<file path="config.mk">
export PLATFORM = sky130hd
export DESIGN_NAME = mips_regfile_2w2r
export DESIGN_NICKNAME = d
export VERILOG_FILES = /design/src/rtl/mips_pkg.sv /design/src/rtl/mips_regfile_bypass.sv /design/src/rtl/mips_regfile_2w2r.sv
export SDC_FILE = /design/constraint.sdc
export NUM_CORES = 2
export LEC_CHECK = 0
export CAP_MARGIN = 10
export CORE_MARGIN = 8
export CORE_UTILIZATION = 35
export CTS_CLUSTER_DIAMETER = 150
export CTS_CLUSTER_SIZE = 10
export DETAILED_ROUTE_END_ITERATION = 10
export REMOVE_ABC_BUFFERS = 1
export SYNTH_ARGS = -nofsm -noshare
export SYNTH_HDL_FRONTEND = slang
export SYNTH_SLANG_ARGS = --single-unit
export TNS_END_PERCENT = 1
</file>
<file path="constraint.sdc">
create_clock -name clk -period 8.4 [get_ports clk]
set_clock_uncertainty 0.2 [all_clocks]
set_input_delay 0.84 -clock clk [delete_from_list [all_inputs] [get_ports clk]]
set_output_delay 0.84 -clock clk [all_outputs]
set_load 0.01 [all_outputs]
</file>
<file path="src/rtl/mips_pkg.sv">
// Shared definitions for the MIPS register file slice.
package mips_pkg;

    typedef enum logic {
        ST_CLEAR = 1'b0,
        ST_RUN   = 1'b1
    } state_e;

    localparam int DATA_W_DEF = 32;
    localparam int ADDR_W_DEF = 5;

endpackage

</file>
<file path="src/rtl/mips_regfile_bypass.sv">
// Per-read-port write-first select: zero, port B, port A, then storage.
module mips_regfile_bypass
    import mips_pkg::*;
#(
    parameter int DATA_W   = DATA_W_DEF,
    parameter int ADDR_W   = ADDR_W_DEF,
    parameter bit ZERO_REG = 1'b1
) (
    input  logic [ADDR_W-1:0] rd_addr_i,
    input  logic              we_a_i,
    input  logic [ADDR_W-1:0] wr_addr_a_i,
    input  logic [DATA_W-1:0] wr_data_a_i,
    input  logic              we_b_i,
    input  logic [ADDR_W-1:0] wr_addr_b_i,
    input  logic [DATA_W-1:0] wr_data_b_i,
    input  logic [DATA_W-1:0] ram_data_i,
    output logic [DATA_W-1:0] rd_data_o
);

    logic is_zero;
    logic hit_a;
    logic hit_b;

    assign is_zero = ZERO_REG && (rd_addr_i == '0);
    assign hit_a   = we_a_i && (wr_addr_a_i == rd_addr_i);
    assign hit_b   = we_b_i && (wr_addr_b_i == rd_addr_i);

    always_comb begin
        rd_data_o = ram_data_i;
        if (is_zero) begin
            rd_data_o = '0;
        end else if (hit_b) begin
            rd_data_o = wr_data_b_i;
        end else if (hit_a) begin
            rd_data_o = wr_data_a_i;
        end
    end

endmodule

</file>
<file path="src/rtl/mips_regfile_2w2r.sv">
// Two-write / two-read register file with clear sweep, bypass and
// same-address write arbitration (port B wins).
module mips_regfile_2w2r
    import mips_pkg::*;
#(
    parameter int DATA_W         = DATA_W_DEF,
    parameter int ADDR_W         = ADDR_W_DEF,
    parameter bit ZERO_REG       = 1'b1,
    parameter bit CLEAR_ON_RESET = 1'b1
) (
    input  logic              clk,
    input  logic              rst,
    output logic              ready,
    output logic              conflict,
    input  logic [ADDR_W-1:0] rd_addr_a,
    input  logic [ADDR_W-1:0] rd_addr_b,
    output logic [DATA_W-1:0] rd_data_a,
    output logic [DATA_W-1:0] rd_data_b,
    input  logic              wr_en_a,
    input  logic              wr_en_b,
    input  logic [ADDR_W-1:0] wr_addr_a,
    input  logic [ADDR_W-1:0] wr_addr_b,
    input  logic [DATA_W-1:0] wr_data_a,
    input  logic [DATA_W-1:0] wr_data_b
);

    localparam int DEPTH = 2 ** ADDR_W;

    state_e            state_q, state_d;
    logic [ADDR_W-1:0] idx_q, idx_d;
    logic              ready_q, ready_d;
    logic              conflict_q, conflict_d;
    logic [DATA_W-1:0] rd_a_q, rd_a_d;
    logic [DATA_W-1:0] rd_b_q, rd_b_d;

    logic [DATA_W-1:0] ram_q [DEPTH];

    logic              run;
    logic              we_a;
    logic              we_b;
    logic [DATA_W-1:0] byp_a;
    logic [DATA_W-1:0] byp_b;

    assign run  = (state_q == ST_RUN);
    assign we_a = run && wr_en_a &&
                  !(ZERO_REG && (wr_addr_a == '0));
    assign we_b = run && wr_en_b &&
                  !(ZERO_REG && (wr_addr_b == '0));

    mips_regfile_bypass #(
        .DATA_W   (DATA_W),
        .ADDR_W   (ADDR_W),
        .ZERO_REG (ZERO_REG)
    ) u_byp_a (
        .rd_addr_i   (rd_addr_a),
        .we_a_i      (we_a),
        .wr_addr_a_i (wr_addr_a),
        .wr_data_a_i (wr_data_a),
        .we_b_i      (we_b),
        .wr_addr_b_i (wr_addr_b),
        .wr_data_b_i (wr_data_b),
        .ram_data_i  (ram_q[rd_addr_a]),
        .rd_data_o   (byp_a)
    );

    mips_regfile_bypass #(
        .DATA_W   (DATA_W),
        .ADDR_W   (ADDR_W),
        .ZERO_REG (ZERO_REG)
    ) u_byp_b (
        .rd_addr_i   (rd_addr_b),
        .we_a_i      (we_a),
        .wr_addr_a_i (wr_addr_a),
        .wr_data_a_i (wr_data_a),
        .we_b_i      (we_b),
        .wr_addr_b_i (wr_addr_b),
        .wr_data_b_i (wr_data_b),
        .ram_data_i  (ram_q[rd_addr_b]),
        .rd_data_o   (byp_b)
    );

    always_comb begin
        state_d    = state_q;
        idx_d      = idx_q;
        ready_d    = ready_q;
        conflict_d = 1'b0;
        rd_a_d     = '0;
        rd_b_d     = '0;
        unique case (state_q)
            ST_CLEAR: begin
                idx_d = idx_q + 1'b1;
                if (&idx_q) begin
                    state_d = ST_RUN;
                    ready_d = 1'b1;
                end
            end
            ST_RUN: begin
                ready_d    = 1'b1;
                conflict_d = we_a && we_b &&
                             (wr_addr_a == wr_addr_b);
                rd_a_d     = byp_a;
                rd_b_d     = byp_b;
            end
            default: begin
                state_d = ST_CLEAR;
            end
        endcase
    end

    always_ff @(posedge clk) begin
        if (rst) begin
            state_q    <= CLEAR_ON_RESET ? ST_CLEAR : ST_RUN;
            idx_q      <= '0;
            ready_q    <= 1'b0;
            conflict_q <= 1'b0;
            rd_a_q     <= '0;
            rd_b_q     <= '0;
        end else begin
            state_q    <= state_d;
            idx_q      <= idx_d;
            ready_q    <= ready_d;
            conflict_q <= conflict_d;
            rd_a_q     <= rd_a_d;
            rd_b_q     <= rd_b_d;
        end
    end

    // Storage has no reset; B is written last so it wins a shared address.
    always_ff @(posedge clk) begin
        if (!rst) begin
            if (state_q == ST_CLEAR) begin
                ram_q[idx_q] <= '0;
            end else begin
                if (we_a) begin
                    ram_q[wr_addr_a] <= wr_data_a;
                end
                if (we_b) begin
                    ram_q[wr_addr_b] <= wr_data_b;
                end
            end
        end
    end

    assign ready     = ready_q;
    assign conflict  = conflict_q;
    assign rd_data_a = rd_a_q;
    assign rd_data_b = rd_b_q;

endmodule

</file>
==> implementation parameters <==
Parameter                              Value

CTS
  Num Clock Sinks    1096
  Setup repair bufs after CTS    0
  Cell chosen for the clock root    clkbuf_16
  Hold_buf cts    0
  Number of clock buffers inserted by TritonCTS    119
  Clock tree from TritonCTS    done
  Latest clock arrival within the worst-skew pair    770 ps
  Total of cells resized after clock tree synthesis    0
  H-tree level count    3
  Clock Pin Slew Worst Setup and Hold Paths    60 ps
  CTS max path bufs    3

Min path
  Cell depth of the worst min-delay path    2
  Min-Delay Endpoint    ready
  Hold path startpoint    ready
  Path type of the worst min-delay path    reg -> reg

Synth
  Compound-gate portion of the synthesized area    15.5%
  Mux cell area share after synthesis    18.0%
  Number of synthesis warnings    0
  Synth Area in Simple Gates    9.10%
  Area share of the largest cell type after synthesis    50.2%
  Top flip-flop cell by instance count after synthesis    edfxtp_1
  Cells after synthesis    5603
  Per-instance average area after synthesis    10.9 um^2
  Synth Area in Adders    0.0408%
  Part of the Yosys area used for sequential elements    52.5%
  Dominant cells by area after synthesis    edfxtp_1, mux4_2, o21ai_0
  Synth async-reset ratio    0%
  Xor and xnor fraction of the mapped netlist area    0.257%
  Cell type with the largest total area after synthesis    edfxtp_1
  Count of flip-flops with a built-in enable after synthesis    1024
  Main combinational cell family by area after synthesis    multiplexers
  Number of synthesized register bits    1096
  Total standard cell area after synthesis    61300 um^2
  Post-synthesis cell type count    50

Power
  Portion of total power attributed to combinational logic    8.1%
  Net switching share of the total power    24.5%
  Sequential fraction of design power    50.1%
  Power share of the clock group    41.8%
  Internal power summed over all cells    8.95 mW
  Power Density    172 nW/um^2
  Static leakage power    21.1 nW
  Worst-case vdd ir drop    0.183 mV
  Switch Pwr    2.90 mW

Route
  Final routed wirelength across all metal layers    245000 um
  Starting DRT DRC Count    7520
  Met2 wire length    110000 um
  Top routing layer in use    met5
  Number of nets with antenna violations after detailed routing    0
  Routed vias    48.8k
  Ratio of routed vias to standard cells    6.27
  Wire length on met3    28600 um
  Metal-1 WL    89600 um
  DRC Markers    0
  Router iterations before antenna repair    6
  Average wire per cell in the routed design    31.5 um

Worst setup path
  Maximum fanout along the worst path    38
  Required time at the worst-slack endpoint    8640 ps
  Length in cells of the worst reg-to-reg path    7
  RR Endpoint    ram_q[27][3]
  Critical register-to-register path startpoint    run
  Slowest cell on the critical path    nor2_4
  Category of the critical setup timing path    in -> reg
  Worst-path cell chain    clkdlybuf4s50_1, nor2b_1, nand2_1, nor2_1, nand3_1, nor2_4, buf_4, o21ai_0
  Data arrival at the endpoint of the critical path    5030 ps
  Highest cell delay on the worst timing path    960 ps
  Setup slack of the worst register-to-register path    3750 ps
  Kind of launch point of the worst setup path    input pin
  CP endpoint kind    flip-flop

Job
  Number of maximum-capacitance violations    0

GRT
  First-pass GRT wire length    344000 um
  Largest net degree at the start of global routing    75
  Number of antenna violations at the first check in global routing    4
  Vias in the first global route    47.0k
  GRT Total Usage    25.1%
  Total global routing overflow    0

Timing
  Post-route fraction of the period consumed by the critical path    57.1%
  Pin slew with the least headroom to its limit    1320 ps
  Count of final hold-check violations    0
  Final critical path time including I/O delays and setup    4790 ps
  Final Max Tran Viols    0
  Unrepaired setup endpoints after global routing    no
  Headroom to the max-slew limit    12.2%
  Final-report setup violation count    0
  Worst setup slack after layout    3610 ps
  Timing-limited maximum frequency    209 MHz
  Summed negative setup slack over all endpoints    0 ps

Floorplanning
  Initial core utilization    35.2%
  Number of placement rows    153
  Die area    189000 um^2
  Die Ht    434 um
  Area of the core    174000 um^2
  # IOs    154
  Width of the die    434 um

Status
  Run status    complete, no violations

Cells and area
  Final cell utilization of the core    39.6%
  Final #Nets    5449
  Ratio of cells with drive above 1 in the final layout    12.0%
  Area overhead of the layout relative to synthesis    12.4%
  Non-filler instance count after layout    7784

Placement
  Total placed cells including tap cells    7551
  Number of port buffers    153
  Gpl congestion    0.878
  Placement-stage worst setup slack    3010 ps
  Dpl hpwl    139000 um
## power groups by stage
stage	registers (mW)	logic [mW]	clock network, mW
6_report	5.94	0.957	4.96
5_1_grt	5.94	0.979	5.20
4_1_cts	5.94	0.922	4.99
3_5_place_dp	6.05	0.920	0
3_3_place_gp	6.05	0.914	0
2_1_floorplan	6.05	0.375	0
## cell type report
cell class | instances | area (um^2)
diodes | 3 | 7.51
clock buffers | 213 | 3390
clock inverters | 5 | 81.3
fillers | 16500 | 105000
inverters | 38 | 143
multi-input cells | 3793 | 27100
flip-flops and latches | 1096 | 32200
well taps | 2325 | 2910
repair buffers | 311 | 3080
## cells by family after synthesis
kind of cell    after synthesis
flops                      1096
buf+inv                     714
simple gates               1389
fa+ha+maj                     2
mux                         778
compound gates             1606
xor+xnor                     18
## worst max path at each step
stage / startpoint / end / slack, ps / cells after the start
after global routing: rst / ram_q[27][1] / 3500 / 8
final: rst / ram_q[27][3] / 3610 / 8
after CTS: wr_addr_a[1] / ram_q[27][23] / 3790 / 9
after floorplan: wr_addr_b[0] / rd_data_b[28] / 2490 / 6
after detailed placement: rst / ram_q[22][20] / 3010 / 7
after global placement: wr_addr_a[2] / ram_q[27][30] / 2910 / 9
## layer usage
metal | vias up | track usage, %
li1 | 20600 | -
met5 | - | 0
met1 | 23900 | 32.3
met4 | 2 | 13.9
met3 | 786 | 5.50
met2 | 3562 | 39.5
## sequential cells by signal (all words and copies together) (netlist names)
signal / cells
rd_data_b: 32
run: 1
rd_data_a: 32
idx_q: 5
conflict: 1
ready: 1
ram_q: 1024
## cell usage in the layout, fill, tap and decap left out, types with 11 or more instances in the layout
master | Yosys | layout
edfxtp_1 | 1024 | 1024
a32o_1 | 57 | 57
a31oi_1 | 59 | 58
nand3_1 | 91 | 89
nand2_1 | 1157 | 1156
o22ai_4 | 0 | 31
a22o_1 | 26 | 26
a22oi_1 | 339 | 339
inv_1 | 38 | 38
dfxtp_1 | 72 | 72
clkbuf_1 | 547 | 91
o21ai_0 | 1038 | 1038
clkbuf_16 | 0 | 124
mux2i_1 | 515 | 515
nand4_1 | 26 | 26
buf_16 | 0 | 11
nor2_1 | 57 | 14
a21oi_1 | 24 | 24
a211oi_1 | 12 | 12
mux4_2 | 256 | 256
xnor2_1 | 11 | 11
nor2_4 | 0 | 41
clkdlybuf4s50_1 | 0 | 149
buf_4 | 4 | 137
## synthesized netlist by cell type (38+ instances only)
cell and n:
nand2_1 1157, inv_1 38, buf_2 80, buf_1 39
nand3_1 91, dfxtp_1 72, nor2_1 57, edfxtp_1 1024
mux2i_1 515, o21ai_0 1038, a32o_1 57, a22oi_1 339
mux4_2 256, clkbuf_1 547, a31oi_1 59
## critical path, delay by kind of cell
family	cells	cell delay, ps
AOI/OAI and AO/OA	1	170
buffers and inverters	2	1430
and+or+nand+nor	5	2540
## stage by stage
stage / hold slack, ps / total power [mW] / instance area (um^2)
after floorplan: 312 / 6.42 / 58600
after global placement: 326 / 6.97 / 65000
after detailed placement: 323 / 6.97 / 65100
after CTS: 338 / 11.9 / 68500
after global routing: 393 / 12.1 / 68900
final: 315 / 11.9 / 68900
No activity file was read; power rests on OpenSTA's default activity.
